===== config.mk =====
export PLATFORM = sky130hd
export DESIGN_NAME = sprite_motion_engine
export DESIGN_NICKNAME = d
export VERILOG_FILES = /design/src/rtl/sprite_motion_engine.sv
export SDC_FILE = /design/constraint.sdc
export NUM_CORES = 1
export LEC_CHECK = 0
export CAP_MARGIN = 25
export CORE_ASPECT_RATIO = 1.5
export CORE_UTILIZATION = 35
export DETAILED_ROUTE_END_ITERATION = 10
export GPL_TIMING_DRIVEN = 0
export PLACE_DENSITY = 0.61
export REMOVE_ABC_BUFFERS = 1
export SYNTH_ARGS = -nofsm -noshare
export SYNTH_HDL_FRONTEND = slang
export SYNTH_SLANG_ARGS = --single-unit

===== constraint.sdc =====
create_clock -name clk -period 13.7 [get_ports clk]
set_clock_uncertainty 0.2 [all_clocks]
set_input_delay 2.74 -clock clk [delete_from_list [all_inputs] [get_ports clk]]
set_output_delay 2.74 -clock clk [all_outputs]
set_load 0.005 [all_outputs]

===== src/rtl/sprite_motion_engine.sv =====
// sprite_motion_engine: per-frame sprite mover with bounce/wrap edges, frame-synchronous buffered load and serial shift-in
module sprite_motion_engine #(
    parameter int POS_WIDTH  = 8,
    parameter int AREA_W     = 160,
    parameter int AREA_H     = 120,
    parameter int SPRITE_W   = 32,
    parameter int SPRITE_H   = 32,
    parameter int DIV_WIDTH  = 4,
    parameter int STEP_WIDTH = 4
) (
    input  logic                  clk,
    input  logic                  reset,
    input  logic                  enable_movement,
    input  logic                  next_frame,
    input  logic [DIV_WIDTH-1:0]  frame_div,
    input  logic [STEP_WIDTH-1:0] step_x,
    input  logic [STEP_WIDTH-1:0] step_y,
    input  logic                  wrap_mode,
    input  logic                  shift_x,
    input  logic                  data_in_x,
    input  logic                  shift_y,
    input  logic                  data_in_y,
    input  logic                  load_valid,
    output logic                  load_ready,
    input  logic [POS_WIDTH-1:0]  load_x,
    input  logic [POS_WIDTH-1:0]  load_y,
    input  logic                  load_dir_x,
    input  logic                  load_dir_y,
    output logic [POS_WIDTH-1:0]  sprite_x,
    output logic [POS_WIDTH-1:0]  sprite_y,
    output logic                  dir_x,
    output logic                  dir_y,
    output logic                  hit_x,
    output logic                  hit_y,
    output logic                  moved
);
    localparam int MAX_X = AREA_W - SPRITE_W;
    localparam int MAX_Y = AREA_H - SPRITE_H;
    localparam logic [POS_WIDTH:0] MAX_XV = (POS_WIDTH+1)'(MAX_X);
    localparam logic [POS_WIDTH:0] MAX_YV = (POS_WIDTH+1)'(MAX_Y);

    if (MAX_X <= 0 || MAX_Y <= 0 || MAX_X >= (1 << POS_WIDTH) || MAX_Y >= (1 << POS_WIDTH) || STEP_WIDTH > POS_WIDTH) begin : g_bad_params
        $error("sprite_motion_engine: playfield range must be positive and fit in POS_WIDTH");
    end

    // Returns {hit, dir, pos} for one axis advanced by one move.
    function automatic logic [POS_WIDTH+1:0] advance(
        input logic [POS_WIDTH-1:0]  pos,
        input logic                  dir,
        input logic [STEP_WIDTH-1:0] step_in,
        input logic                  wrap,
        input logic [POS_WIDTH:0]    max
    );
        logic [POS_WIDTH:0] p, s, sum, res;
        logic nd, h;
        p   = {1'b0, pos};
        s   = (POS_WIDTH+1)'(step_in);
        s   = (s > max) ? max : s;
        sum = p + s;
        res = p;
        nd  = dir;
        h   = 1'b0;
        if (s != '0) begin
            if (!wrap && !dir) begin
                h   = (sum >= max);
                res = h ? max : sum;
                nd  = h;
            end else if (!wrap) begin
                h   = (p <= s);
                res = h ? '0 : p - s;
                nd  = !h;
            end else if (!dir) begin
                h   = (sum > max);
                res = sum % (max + 1'b1);
            end else begin
                h   = (p < s);
                res = h ? p + max + 1'b1 - s : p - s;
            end
        end
        return {h, nd, res[POS_WIDTH-1:0]};
    endfunction

    logic [DIV_WIDTH-1:0] div_cnt_q, div_cnt_d;
    logic                 buf_valid_q, buf_valid_d;
    logic [POS_WIDTH-1:0] buf_x_q, buf_x_d, buf_y_q, buf_y_d;
    logic                 buf_dir_x_q, buf_dir_x_d, buf_dir_y_q, buf_dir_y_d;
    logic [POS_WIDTH-1:0] sprite_x_q, sprite_x_d, sprite_y_q, sprite_y_d;
    logic                 dir_x_q, dir_x_d, dir_y_q, dir_y_d;
    logic                 hit_x_q, hit_x_d, hit_y_q, hit_y_d, moved_q, moved_d;
    logic                 slot, apply, move, accept;
    logic [POS_WIDTH+1:0] nx, ny;

    assign load_ready = !reset && !buf_valid_q;

    always_comb begin
        slot        = next_frame && (div_cnt_q >= frame_div);
        apply       = next_frame && buf_valid_q;
        move        = slot && enable_movement && !buf_valid_q;
        accept      = load_valid && load_ready;
        div_cnt_d   = next_frame ? (slot ? '0 : div_cnt_q + 1'b1) : div_cnt_q;
        buf_valid_d = accept ? 1'b1 : (apply ? 1'b0 : buf_valid_q);
        buf_x_d     = accept ? load_x : buf_x_q;
        buf_y_d     = accept ? load_y : buf_y_q;
        buf_dir_x_d = accept ? load_dir_x : buf_dir_x_q;
        buf_dir_y_d = accept ? load_dir_y : buf_dir_y_q;
        nx          = advance(sprite_x_q, dir_x_q, step_x, wrap_mode, MAX_XV);
        ny          = advance(sprite_y_q, dir_y_q, step_y, wrap_mode, MAX_YV);
        sprite_x_d  = shift_x ? {sprite_x_q[POS_WIDTH-2:0], data_in_x} : apply ? buf_x_q : move ? nx[POS_WIDTH-1:0] : sprite_x_q;
        sprite_y_d  = shift_y ? {sprite_y_q[POS_WIDTH-2:0], data_in_y} : apply ? buf_y_q : move ? ny[POS_WIDTH-1:0] : sprite_y_q;
        dir_x_d     = shift_x ? dir_x_q : apply ? buf_dir_x_q : move ? nx[POS_WIDTH] : dir_x_q;
        dir_y_d     = shift_y ? dir_y_q : apply ? buf_dir_y_q : move ? ny[POS_WIDTH] : dir_y_q;
        hit_x_d     = !shift_x && move && nx[POS_WIDTH+1];
        hit_y_d     = !shift_y && move && ny[POS_WIDTH+1];
        moved_d     = move;
    end

    always_ff @(posedge clk) begin
        if (reset) begin
            div_cnt_q   <= '0;
            buf_valid_q <= 1'b0;
            buf_x_q     <= '0;
            buf_y_q     <= '0;
            buf_dir_x_q <= 1'b0;
            buf_dir_y_q <= 1'b0;
            sprite_x_q  <= '0;
            sprite_y_q  <= '0;
            dir_x_q     <= 1'b0;
            dir_y_q     <= 1'b0;
            hit_x_q     <= 1'b0;
            hit_y_q     <= 1'b0;
            moved_q     <= 1'b0;
        end else begin
            div_cnt_q   <= div_cnt_d;
            buf_valid_q <= buf_valid_d;
            buf_x_q     <= buf_x_d;
            buf_y_q     <= buf_y_d;
            buf_dir_x_q <= buf_dir_x_d;
            buf_dir_y_q <= buf_dir_y_d;
            sprite_x_q  <= sprite_x_d;
            sprite_y_q  <= sprite_y_d;
            dir_x_q     <= dir_x_d;
            dir_y_q     <= dir_y_d;
            hit_x_q     <= hit_x_d;
            hit_y_q     <= hit_y_d;
            moved_q     <= moved_d;
        end
    end

    assign sprite_x = sprite_x_q;
    assign sprite_y = sprite_y_q;
    assign dir_x    = dir_x_q;
    assign dir_y    = dir_y_q;
    assign hit_x    = hit_x_q;
    assign hit_y    = hit_y_q;
    assign moved    = moved_q;
endmodule


After elaboration in Yosys (flattened, before gate mapping)
Index checks and enable logic that the tools add are counted.
- add/sub/neg operators: 11
- divide/modulo/power cells: 2
- magnitude comparators: 9
- equal/unequal tests: 2
- mux-type cells: 41
- bitwise gates (word level): 2
- reduce and logical (&&, ||, !) cells: 35
- operators by type and width (kind ; count):
    $mux W8 ; 20
    $sub A8 B4 Y8 ; 4
    $mux W1 ; 20
    $add A8 B4 Y9 ; 2
    $add A8 B1 Y8 const B ; 2
    $le A8 B4 Y1 ; 2
    $lt A8 B4 Y1 ; 2
    $logic_and A1 B1 Y1 ; 12
    $reduce_bool A3 Y1 ; 4
    $ge A9 B7 Y1 const B ; 1
    $ge A9 B8 Y1 const B ; 1
    $gt A9 B7 Y1 const B ; 1
    $gt A9 B8 Y1 const B ; 1
    $logic_not A1 Y1 ; 9
    $mod A9 B7 Y9 const B ; 1
    $mod A9 B8 Y9 const B ; 1
    $add A8 B7 Y8 const B ; 1
    $add A8 B8 Y8 const B ; 1
    $reduce_and A4 Y1 ; 2
    $reduce_bool A2 Y1 ; 4
    $reduce_bool A4 Y1 ; 2
    $ne A3 B1 Y1 const B ; 2
    $add A4 B1 Y4 const B ; 1
    $ge A4 B4 Y1 ; 1
    3 further kinds ; 5
- register bits after elaboration: 44
- output and inout bits: 22

Longest topological paths before layout
- word-level depth: 11
- gate-level depth with buffers: 20
- gate-level depth less buffers: 19

Least setup slack after synthesis
No wires, ideal clock.
- kind: input to register
- start point: input port step_y[0]
- end point: register sprite_y_q[1], in the netlist sprite_y[1]
- setup time: 0.112 ns
- arrival time: 6.675 ns
- required time: 13.388 ns
- slack: 6.713 ns
- stages: 17
- path buffers: 0
- cell sequence: ha_1 > fa_1 > xnor2_1 > inv_1 > ha_1 > nor2_1 > mux2i_1 > o2111ai_2 > and2_1 > a21oi_1 > ha_1 > nand2_1 > o2bb2ai_1 > o21ai_1 > a21oi_1 > mux2_1 > a2111oi_1
- word-level cells in the longest chain between the ends: 9
- elaborated cells on any way between the ends: 20
- those cells by class: add/sub: 3; div: 1; order compare: 3; mux: 10; reduce/logical: 3
- RTL lines (element ; line ; source):
    start: declaration ; 17 ; input logic [STEP_WIDTH-1:0] step_y,
    $add A8 B4 Y9, or another cell as far along ; 59 ; sum = p + s;
    $mod A9 B7 Y9 / $mux W8 (equally long branches) ; 74, 77 ;
    $mux W8 ; 72 ; end else if (!dir) begin
    $mux W8 ; 68 ; end else if (!wrap) begin
    $mux W8 ; 64 ; if (!wrap && !dir) begin
    $mux W8 ; 63 ; if (s != '0) begin
    $mux W8 (3 in a row) ; 109 ; sprite_y_d = shift_y ? {sprite_y_q[POS_WIDTH-2:0], data_in_y} : apply ? buf_y_q : move ? ny[POS_WIDTH-1:0] : s ...
    end signal: assignment ; 140 ; sprite_y_q <= sprite_y_d;
    end: declaration ; 87 ; logic [POS_WIDTH-1:0] sprite_x_q, sprite_x_d, sprite_y_q, sprite_y_d;
Parallel ways exist; a longest one is shown, timed or not. The select of a mux whose other input is x is not followed.
A chain may end at the register's enable or synchronous reset.

Worst setup path after layout
Same ends and word-level chain as after synthesis.

==> summary.txt <==
Critical path
  • Worst-path cell chain: clkdlybuf4s50_1 -> ha_1 -> fa_1 -> xnor2_1 -> inv_1 -> ha_1 -> nor2_1 -> mux2i_1 -> o2111ai_2 -> and2_1 -> a21oi_1 -> ha_1 -> nand2_1 -> o2bb2ai_1 -> o21ai_1 -> a21oi_1 -> mux2_1 -> a2111oi_1
  • CP Launch Type: input pin
  • Top delay family on crit path: compound AO/OA/AOI/OAI gates
  • Worst Path Arrival: roughly 8.1 ns
  • Worst stage delay on the critical path: around 0.6 ns
  • Cell mode on critical path: ha_1
  • Setup Crit Path Kind: in2reg
  • Required @ worst endpoint: 13.67 ns
  • Critical path peak fanout: 7
  • Crit. End Element: register
  • Slowest library cell on the worst path: xnor2_1
  • Worst Path Buf+Inv: 2

Pwr
  • Power share of the combinational group: 0.525
  • Max IR drop VDD: 0.0515 mV
  • Share of power burned in registers: 0.267
  • Internal power: between 300 and 400 uW
  • Net Sw Power: 259 uW
  • Power after layout: 585 uW
  • Clock power share: 0.207
  • Leak: ~2.6 nW
  • Sw Share: 0.442
  • Pwr/cell area: about 89 mW/mm^2

STA
  • Final hold violations: 0
  • Minimum clock period: 8.09 ns
  • Max Slew Vio Count: 0
  • Slew HR: 0.361
  • RSZ-0062 raised after global routing: no
  • FMAX: 0.124 GHz
  • Post-route setup TNS: 0 ns
  • Share of the clock period used by the worst path: 0.591
  • Worst slew pin tran: approximately 0.95 ns
  • Final setup viols: 0

Detailed routing
  • Post-DR vias/cell: about 5.7
  • Wire length per cell: roughly 18 um
  • First-pass iteration count of the detailed router: 6
  • DRT antenna net count: 0
  • Initial DRC Count: about 380
  • Post-Route WL: between 15000 and 20000 um
  • # DRC: 0
  • Vias: 5900

Global route
  • First-pass GRT wire length: roughly 29000 um
  • Gr ovfl total: 0
  • Initial antenna violation count: 0
  • Largest net degree at the start of global routing: 31
  • Number of global-route vias before repair: roughly 5800
  • Total GRT Usage: 0.218

Cells and area
  • Most frequent cells in the layout: nand2_1 (99), nor2_1 (80), clkdlybuf4s50_1 (61)
  • Finished Core Util: 0.419
  • Area delta synth->final: 15.9%
  • Layout cell share with drive strength beyond 1: 0.0424
  • N_diodes: 0
  • Commonest non-fill, non-tap cell in the layout: nand2_1
  • Final Net Count: slightly above 900

Clock tree
  • Clock Path Buffers: 2
  • Skew-Pair Late Insertion Delay: 0.29 ns
  • Cts bufs inserted: 5
  • Hold Buf Count CTS: 0
  • H-tree Lvls: 2
  • CTS tree: built
  • Postcts setup bufs: 0
  • Clock root buffer: clkbuf_16
  • Clock-pin slew on the worst setup and hold paths: 0.07 ns
  • Clk sink count: 44
  • Post-CTS Resized: 0

Synthesis
  • Synthesized flop and latch total: 44
  • Ys async rst share: 0
  • Syn Inst Count: approximately 790
  • Post-synthesis sequential area ratio: 0.155
  • Mean Syn Cell Area: about 7.2 um^2
  • Number of synthesized flops with an enable pin: 0
  • Synth cell types: 84
  • Main flop type after synthesis: dfxtp_1
  • Synthesized area: roughly 0.0057 mm^2
  • Synthesis Warnings: 0

Die
  • Die ar.: 0.0168 mm^2
  • Core Rows: 56
  • Starting density of the core: 0.361
  • Die height: around 160 um
  • Die width: roughly 110 um
  • I/O pin cnt: 62
  • Core ar.: approximately 0.016 mm^2

Place
  • Buffers on Ports: 61
  • Post-DP HPWL: around 14000 um
  • Placer Congestion: between 0.9 and 1

Run
  • Max_cap viols: 0

Hold path
  • Worst Hold Class: reg2reg

Status
  • Status: finished, final reports clean
## flip-flops by register name (all words and copies together) (netlist names), 4 cells and up
register / flops
sprite_y: 8
div_cnt_q: 4
sprite_x: 8
buf_x_q: 8
buf_y_q: 8
## Yosys cell counts (4+ instances only)
library cell  count  area share
nand2_1          99       0.065
nor2_1           80       0.053
ha_1             60        0.13
inv_1            58       0.038
o21ai_0          55       0.048
a21oi_1          54       0.047
dfxtp_1          44        0.15
clkbuf_1         35       0.023
xnor2_1          34       0.052
nand3_1          20       0.018
nor3_1           19       0.017
o211ai_1         12       0.016
o21ai_1          10      0.0088
a31oi_1           9      0.0099
xor2_1            9       0.014
fa_1              8       0.028
mux2i_1           8       0.014
nand2b_1          8      0.0088
nor2b_1           8      0.0088
o221ai_1          8       0.012
and2_1            7      0.0077
a211oi_1          6      0.0079
nand4_1           6      0.0066
nor4_1            6      0.0066
a2111oi_0         5      0.0077
a21o_1            5      0.0066
o21bai_1          5      0.0066
o41ai_2           5       0.014
or3_1             5      0.0055
or4_1             5      0.0066
a211o_1           4      0.0062
a221oi_1          4      0.0062
a311oi_1          4      0.0062
and3_1            4      0.0044
o2111ai_1         4      0.0062
o21a_1            4      0.0053
o22ai_1           4      0.0044
## metal layers
| layer | share of wire | GRT usage | routed length, um |
|---|---|---|---|
| met5 | 0 | 0 | 0 |
| met4 | 0.051 | 0.124 | 922 |
| met3 | 0.040 | 0.0144 | 725 |
| met1 | 0.38 | 0.227 | 6920 |
| met2 | 0.53 | 0.427 | 9530 |
## worst min-delay path, cell delays in order, from the launching register on
cell and delay (ns):
dfxtp_1 0.31, nand2_1 0.05, o21ai_0 0.06
## layout make-up
cell class              instances  area (um^2)
fillers                      1643         9170
multi-input cells             648         4420
flip-flops and latches         44          881
repair buffers                 64          674
well taps                     203          254
inverters                      62          233
clock buffers                   5          125
clock inverters                 2         12.5
## worst paths after layout
check / start / to / slack [ns] / cells past startpoint
setup reg to reg: sprite_y[0]$_SDFFE_PP0P_ / sprite_y[1]$_SDFFE_PP0P_ / 8.07 / 17
setup / recovery: step_y[0] / sprite_y[1]$_SDFFE_PP0P_ / 5.61 / 18
hold reg to reg: buf_x_q[7]$_SDFFE_PP0P_ / buf_x_q[7]$_SDFFE_PP0P_ / 0.26 / 2
hold / removal: buf_x_q[7]$_SDFFE_PP0P_ / buf_x_q[7]$_SDFFE_PP0P_ / 0.26 / 2
## cells by family after synthesis
family          synth area share
flops                      0.155
buf+inv                   0.0690
simple gates               0.237
compound gates             0.287
xor+xnor                  0.0719
fa+ha+maj                  0.160
mux                       0.0200
## power by group through the flow
| stage | registers (mW) | logic (mW) | clock network (mW) |
|---|---|---|---|
| 6_report | 0.156 | 0.307 | 0.121 |
| 5_1_grt | 0.158 | 0.340 | 0.128 |
| 4_1_cts | 0.156 | 0.304 | 0.124 |
| 3_5_place_dp | 0.159 | 0.302 | 0 |
| 3_3_place_gp | 0.159 | 0.300 | 0 |
| 2_1_floorplan | 0.152 | 0.210 | 0 |
## per-stage QoR
stage | hold WS [ns] | std cells | worst slack [ns] | cell area [um^2]
floorplan | 0.233 | 754 | 6.71 | 5530
global placement | 0.246 | 1018 | 5.30 | 6400
detailed placement | 0.252 | 1020 | 5.30 | 6440
CTS | 0.261 | 1027 | 5.60 | 6580
global route | 0.274 | 1028 | 5.19 | 6600
finish | 0.259 | 1028 | 5.61 | 6600
No activity file was read; power rests on OpenSTA's default activity.
